File: config.mk
export PLATFORM = sky130hd
export DESIGN_NAME = lsu_ctrl
export DESIGN_NICKNAME = d
export VERILOG_FILES = /design/src/rtl/lsu_ctrl.sv
export SDC_FILE = /design/constraint.sdc
export NUM_CORES = 1
export LEC_CHECK = 0
export ABC_AREA = 1
export BUFFER_PORTS_ARGS = -buffer_cell sky130_fd_sc_hd__buf_2
export CORE_UTILIZATION = 45
export DETAILED_ROUTE_END_ITERATION = 10
export HOLD_SLACK_MARGIN = 0.05
export PLACE_DENSITY = 0.88
export SLEW_MARGIN = 10
export SYNTH_ARGS = -nofsm -noshare
export SYNTH_HDL_FRONTEND = slang
export SYNTH_SLANG_ARGS = --single-unit
File: constraint.sdc
create_clock -name i_clk -period 1.5 [get_ports i_clk]
set_input_delay 0.3 -clock i_clk [delete_from_list [all_inputs] [get_ports i_clk]]
set_output_delay 0.3 -clock i_clk [all_outputs]
set_load 0.005 [all_outputs]
File: src/rtl/lsu_ctrl.sv
// lsu_ctrl: load/store unit driving a req/gnt/rvalid data-memory bus; LSU_MISALIGN_TRAP_EN enables misalignment trapping.
module lsu_ctrl #(
  parameter int TIMEOUT_CYC = 255
) (
  input  logic        i_clk,
  input  logic        i_rst,
  input  logic        i_req,
  input  logic        i_we,
  input  logic [2:0]  i_funct3,
  input  logic [31:0] i_addr,
  input  logic [31:0] i_wdata,
  output logic        o_stall,
  output logic [31:0] o_ld_data,
  output logic        o_ld_valid,
  output logic        o_misalign,
  output logic        o_bus_err,
  output logic        o_mem_req,
  output logic        o_mem_we,
  output logic [31:0] o_mem_addr,
  output logic [3:0]  o_mem_be,
  output logic [31:0] o_mem_wdata,
  input  logic        i_mem_gnt,
  input  logic        i_mem_rvalid,
  input  logic [31:0] i_mem_rdata
);
  localparam logic [1:0] IDLE = 2'd0, REQ = 2'd1, WAIT = 2'd2, DONE = 2'd3;
  localparam int CW = $clog2(TIMEOUT_CYC + 1);
  logic [1:0]    state;
  logic [CW-1:0] cnt;
  logic [2:0]    f3;
  logic [1:0]    off;
  logic          is_byte, is_half, is_word, trap, acc, timeout;
  logic [31:0]   addr_al, wd, ld_fmt;
  logic [3:0]    be;
  logic [7:0]    lb;
  logic [15:0]   lh;
  assign is_byte = i_funct3[1:0] == 2'b00;
  assign is_half = i_funct3[1:0] == 2'b01;
  assign is_word = !is_byte && !is_half;
`ifdef LSU_MISALIGN_TRAP_EN
  assign trap       = (is_half && i_addr[0]) || (is_word && |i_addr[1:0]);
  assign addr_al    = i_addr;
  assign o_misalign = !i_rst && state == IDLE && i_req && trap;
`else
  assign trap       = 1'b0;
  assign addr_al    = {i_addr[31:2], is_word ? 2'b00 : {i_addr[1], i_addr[0] & ~is_half}};
  assign o_misalign = 1'b0;
`endif
  assign acc     = state == IDLE && i_req && !trap;
  assign be      = is_byte ? 4'b0001 << addr_al[1:0] : is_half ? 4'b0011 << addr_al[1:0] : 4'b1111;
  assign wd      = is_byte ? {4{i_wdata[7:0]}} : is_half ? {2{i_wdata[15:0]}} : i_wdata;
  assign lb      = 8'(i_mem_rdata >> {off, 3'b000});
  assign lh      = 16'(i_mem_rdata >> {off[1], 4'b0000});
  // funct3[2] selects zero-extension for byte/half loads
  assign ld_fmt  = f3[1:0] == 2'b00 ? {{24{lb[7] & ~f3[2]}}, lb} :
                   f3[1:0] == 2'b01 ? {{16{lh[15] & ~f3[2]}}, lh} : i_mem_rdata;
  assign timeout    = state == WAIT && !i_mem_rvalid && cnt == CW'(TIMEOUT_CYC);
  assign o_bus_err  = !i_rst && timeout;
  assign o_ld_valid = !i_rst && state == DONE && !o_mem_we;
  assign o_stall    = acc || state == REQ || state == WAIT;
  assign o_mem_req  = state == REQ;
  always_ff @(posedge i_clk) begin
    if (i_rst) begin
      state       <= IDLE;
      cnt         <= '0;
      f3          <= '0;
      off         <= '0;
      o_mem_we    <= 1'b0;
      o_mem_addr  <= '0;
      o_mem_be    <= '0;
      o_mem_wdata <= '0;
      o_ld_data   <= '0;
    end else begin
      case (state)
        IDLE: if (acc) begin
          state       <= REQ;
          o_mem_we    <= i_we;
          o_mem_addr  <= {addr_al[31:2], 2'b00};
          o_mem_be    <= be;
          o_mem_wdata <= wd;
          f3          <= i_funct3;
          off         <= addr_al[1:0];
        end
        REQ: if (i_mem_gnt) begin
          state <= o_mem_we ? DONE : WAIT;
          cnt   <= '0;
        end
        WAIT: if (i_mem_rvalid || timeout) begin
          state     <= DONE;
          o_ld_data <= i_mem_rvalid ? ld_fmt : '0;
        end else begin
          cnt <= cnt + 1'b1;
        end
        default: state <= IDLE;
      endcase
    end
  end
endmodule

* After elaboration in Yosys (flattened, before gate mapping)
Index checks and enable logic that the tools add are counted.
** Storage, ports and cells
- Flip-flop bits (word level) :: 114
- Output and inout bits :: 106
- Input bits :: 105
- Word-level logic and storage cells :: 68
** Cells by class
- Reduce and logical (&&, ||, !) cells :: 23
- Multiplexer cells :: 16
- Equal/unequal tests :: 10
- Add/sub/neg operators :: 1
- Shift-type cells :: 4
- Bitwise operators :: 5
** Operators by type and width (number)
- 2-to-1 mux 32 bit :: 5
- right shift 32 x 5 -> 16 bit :: 1
- right shift 32 x 5 -> 8 bit :: 1
- 2-to-1 mux 8 bit :: 2
- one-hot mux 8 bit (2 select lines) :: 1
- adder 8 x 1 -> 8 bit, second input constant :: 1
- equality test 8 bit, second input constant :: 1
- 2-to-1 mux 2 bit :: 4
- 2-to-1 mux 4 bit :: 2
- logical AND 1 bit :: 7
- equality test 2 x 1 -> 1 bit, second input constant :: 3
- logical NOT 2 bit :: 3
- one-hot mux 2 bit (3 select lines) :: 1
- AND reduction 3 bit :: 2
- logical NOT 1 bit :: 5
- equality test 2 bit, second input constant :: 2
- != test 2 x 1 -> 1 bit, second input constant :: 2
- != test 2 bit, second input constant :: 2
- AND reduction 2 bit :: 2
- left shift 1 x 2 -> 4 bit, first input constant :: 1
- left shift 2 x 2 -> 4 bit, first input constant :: 1
- AND 1 bit :: 3
- logical OR 1 bit :: 3
- NOT 1 bit :: 2
- other kinds (2) :: 2

* Depth between registers and ports, before layout
- Word-level depth :: 7
- Gate-level depth with buffers :: 12
- Gate-level depth less buffers :: 11

* Worst setup path after synthesis
Ideal clock, no wire load.
- Kind :: input -> register
- Start point :: input i_funct3[0]
- End point :: register o_mem_be[2]
- Library setup time :: 0.116 ns
- Arrival time :: 1.436 ns
- Buffers on the path :: 2
- Required time :: 1.384 ns
- Stages :: 9
- Slack :: -0.052 ns
- Cell sequence :: buf_2 -> nor2_1 -> buf_2 -> nand2_1 -> ha_1 -> nor2_1 -> o21ai_1 -> o211ai_1 -> inv_1
** Between the ends
- Word-level cells in the longest chain between the ends :: 7
- Elaborated cells between the ends (all ways) :: 12
- Classes of those cells :: eq/ne: 1; shift: 2; mux: 3; bitwise: 2; reduce/logical: 4
** Ends and longest elaborated chain
- start: declaration :: RTL line 9 : input logic [2:0] i_funct3,
- equality test 2 x 1 -> 1 bit / logical NOT 2 bit (equally long branches) :: RTL line 38, 37
- NOT 1 bit / logical NOT 1 bit (equally long branches) :: RTL line 46, 39
- AND 1 bit / logical AND 1 bit (equally long branches) :: RTL line 46, 39
- 2-to-1 mux 2 bit :: RTL line 46 : assign addr_al = {i_addr[31:2], is_word ? 2'b00 : {i_addr[1], i_addr[0] & ~is_half}};
- left shift 2 x 2 -> 4 bit :: RTL line 50 : assign be = is_byte ? 4'b0001 << addr_al[1:0] : is_half ? 4'b0011 << addr_al[1:0] : 4'b1111;
- 2-to-1 mux 4 bit :: RTL line 50
- 2-to-1 mux 4 bit * :: RTL line 50
- end signal: assignment :: RTL line 70 : o_mem_be <= '0;
- end signal: assignment :: RTL line 79 : o_mem_be <= be;
- end: declaration :: RTL line 20 : output logic [3:0] o_mem_be,
Mark *: on every way between the ends. The rest lies on a longest branch, timed or not.
A chain may end at the register's enable or synchronous reset.

* Worst setup path after layout
- Start point :: register state[0]
- End point :: output o_bus_err
** Between the ends
- Word-level cells in the longest chain between the ends :: 4
** Ends and longest elaborated chain
- start: declaration :: RTL line 28 : logic [1:0] state;
- start signal: assignment :: RTL line 85 : state <= o_mem_we ? DONE : WAIT;
- equality test 2 bit :: RTL line 57 : assign timeout = state == WAIT && !i_mem_rvalid && cnt == CW'(TIMEOUT_CYC);
- logical AND 1 bit (2 in series) :: RTL line 57
- logical AND 1 bit :: RTL line 58 : assign o_bus_err = !i_rst && timeout;
- end: declaration :: RTL line 16 : output logic o_bus_err,
Every way passes these cells.

==> key figures <==
Timing
  – Tmin final: 1.72 ns
  – Fmax: 582 MHz
  – Final worst path period share: 115%
  – Final Hold Vio Count: 0
  – Setup TNS: -3.67 ns
  – Final Skew: 0.0112 ns
  – Final count of negative-setup-slack endpoints: 43
  – RSZ-0062 raised after global routing: yes
  – Max-slew violations: 0
  – Setup ws final: -0.218 ns

Synth
  – Register area share after synthesis: 41.5%
  – Number of synthesized flops with an enable pin: 0
  – Top-area cell type share of the netlist area: 41.5%
  – Synth top area cells: dfxtp_1 (42%), nand2_1 (11%), nor2_1 (9.9%), nand3_1 (7.0%), o21ai_0 (6.4%)
  – Syn Area/Cell: 6.93 um^2
  – Yosys top cell by area: dfxtp_1
  – Yosys reg bits: 114
  – Mapped Area: 0.00549 mm^2
  – Async SR Flop Fraction: 0%
  – Post-synthesis cell type count: 30
  – Yosys warns: 0
  – Post-Synthesis Cells: 793
  – Top_reg_cell synth: dfxtp_1

Worst setup path
  – Required time worst endpoint: 1.20 ns
  – Crit path launch type: flip-flop
  – Worst r2r src: state[0]
  – CP arrival: 1.42 ns
  – Worst setup EP type: output pin
  – Worst reg2reg path endpoint: cnt[3]
  – Crit path kind: flip-flop to output pin
  – Crit-path max FO: 4
  – Crit path from: state[0]
  – Worst r2r path cells: 11
  – FF-to-FF setup slack: -0.11 ns

Finish
  – Fill count: 957
  – Share of cells above drive strength 1: 35.3%
  – Most common cell after layout, fill and taps aside: buf_2
  – Non-Filler Instances: 1170
  – Area of the multi-input gates: 0.00292 mm^2
  – Most frequent cells in the layout: buf_2 (207), nand2_1 (160), nor2_1 (137)
  – N_diodes: 0
  – Register area: 0.00229 mm^2
  – Syn-to-layout area delta: 43.2%
  – NumNets Final: 1128
  – Design area: 0.00787 mm^2

GRT
  – First-pass GRT wire length: 29.4 mm
  – Vias in the first global route: 6082
  – Total Routing Usage GR: 29.8%
  – Largest net degree at the start of global routing: 80
  – GR Overflow Total: 0
  – Initial antenna violation count: 0

Floorplanning
  – Height of the die: 112 um
  – Core box area: 0.0117 mm^2
  – Die Wd: 112 um
  – Row count: 39
  – Starting Density: 47.1%
  – I/O pin count: 211
  – Die Area: 0.0127 mm^2

Power and ir drop
  – Maximum vdd drop: 0.00111 V
  – Static leakage: 3.80 nW
  – Pwr Total: 14.1 mW
  – Pwr dens: 1790 mW/mm^2

Placed design
  – GPL Wtd Cong: 0.978
  – Post-DP HPWL: 12.2 mm
  – Post-DP Area: 0.00674 mm^2
  – Placed cell count: 1121
  – Pre-CTS setup slack: -0.0262 ns
  – Port Buffers: 207

Routing
  – Routed vias/inst: 5.49
  – Number of routed nets with antenna violations: 0
  – Initial drt markers: 811
  – DRC: 0
  – Vias: 6419
  – Drt pass-1 iters: 7
  – Detailed Route WL: 19.1 mm
  – Routed WL per cell: 16.3 um

CTS
  – CTS max path bufs: 2
  – Skew-Pair Late Insertion Delay: 0.42 ns
  – CTS Hold Bufs: 0
  – CTS tree: yes
  – Cts bufs inserted: 17
  – Root buffer cell: clkbuf_16
  – Clk sink count: 114
  – Clock-pin slew on the worst setup and hold paths: 0.06 ns
  – H-tree depth: 4

Run
  – Max-cap violations: 0

Status
  – Status: finished, violations left
  – Failing checks: setup timing

Hold path
  – Hold EP: o_mem_addr[25]
  – Hold depth: 3
  – Hold Crit Class: input pin to flip-flop
  – Worst Hold Launch: i_addr[25]
-- Yosys cell counts (6+ instances only) --
master,n
buf_6,6
nor2_1,145
o221ai_1,9
o221a_2,8
o21ai_0,70
nand3_1,77
dfxtp_1,114
inv_1,45
nand2_2,16
clkbuf_1,18
a31oi_1,7
inv_2,8
a21oi_1,45
nand2_1,163
buf_2,25
ha_1,9
-- worst max-delay path by stage --
stage / end / cells after the start
after floorplan: o_mem_be[2] / 9
after global placement: o_stall / 6
after detailed placement: o_mem_wdata[26] / 7
after CTS: o_stall / 6
after global routing: o_bus_err / 7
final: o_bus_err / 7
-- logic make-up after synthesis --
kind of cell	share of synthesized area, %
fa+ha+maj	2.05
other cells	0.0683
simple gates	31.7
flops	41.5
buf+inv	9.18
compound gates	15.5
-- sequential cells by signal, summed over array words and instances, names as in the netlist --
name         cells
o_ld_data       32
o_mem_wdata     32
o_mem_addr      30
cnt              8
o_mem_be         4
f3               3
off              2
state            2
o_mem_we         1
-- worst max-delay path: stages, from the launching register on --
cell,delay [ns]
dfxtp_2,0.34
inv_4,0.07
ha_4,0.15
nand2_2,0.05
nor2_2,0.11
nand2_2,0.06
nor2_1,0.10
buf_2,0.11
-- area by class of cell --
class                   count  area share (%)
clock inverters            11            1.61
multi-input cells         574            37.1
inverters                  54            2.80
repair buffers            253            21.0
flip-flops and latches    114            29.2
well taps                 143            2.27
clock buffers              21            5.98
-- power by group --
group / internal [mW] / leakage [nW] / switching, mW / total (mW)
clock: 2.58 / 0.282 / 1.51 / 4.10
sequential: 3.78 / 0.939 / 0.502 / 4.28
combinational: 2.55 / 2.58 / 3.18 / 5.73
-- per-layer routing --
layer  GRT usage [%]  wire (um)  up-vias
met1            33.4       7300     2932
met3            8.32       1680       69
li1                -          -     3038
met4            14.8        802        0
met5               0          0        -
met2            51.9       9330      380
-- through the flow --
| stage | hold slack, ns | utilization [%] |
|---|---|---|
| 2_1_floorplan | 0.444 | - |
| 4_1_cts | 0.124 | 65.5 |
| 6_report | 0.116 | 67.4 |
| 3_3_place_gp | 0.447 | 57.8 |
| 5_1_grt | 0.139 | 67.4 |
| 3_5_place_dp | 0.451 | 57.8 |
-- what timing repair did --
item / in CTS / in global routing
setup buffers: 6 / 1
gates resized for setup: 33 / 59
cloned: 5 / 5
pin swaps: 8 / 12
endpoints found under the setup margin: 20 / 107
Note: power is estimated with default switching activity, not from simulation.
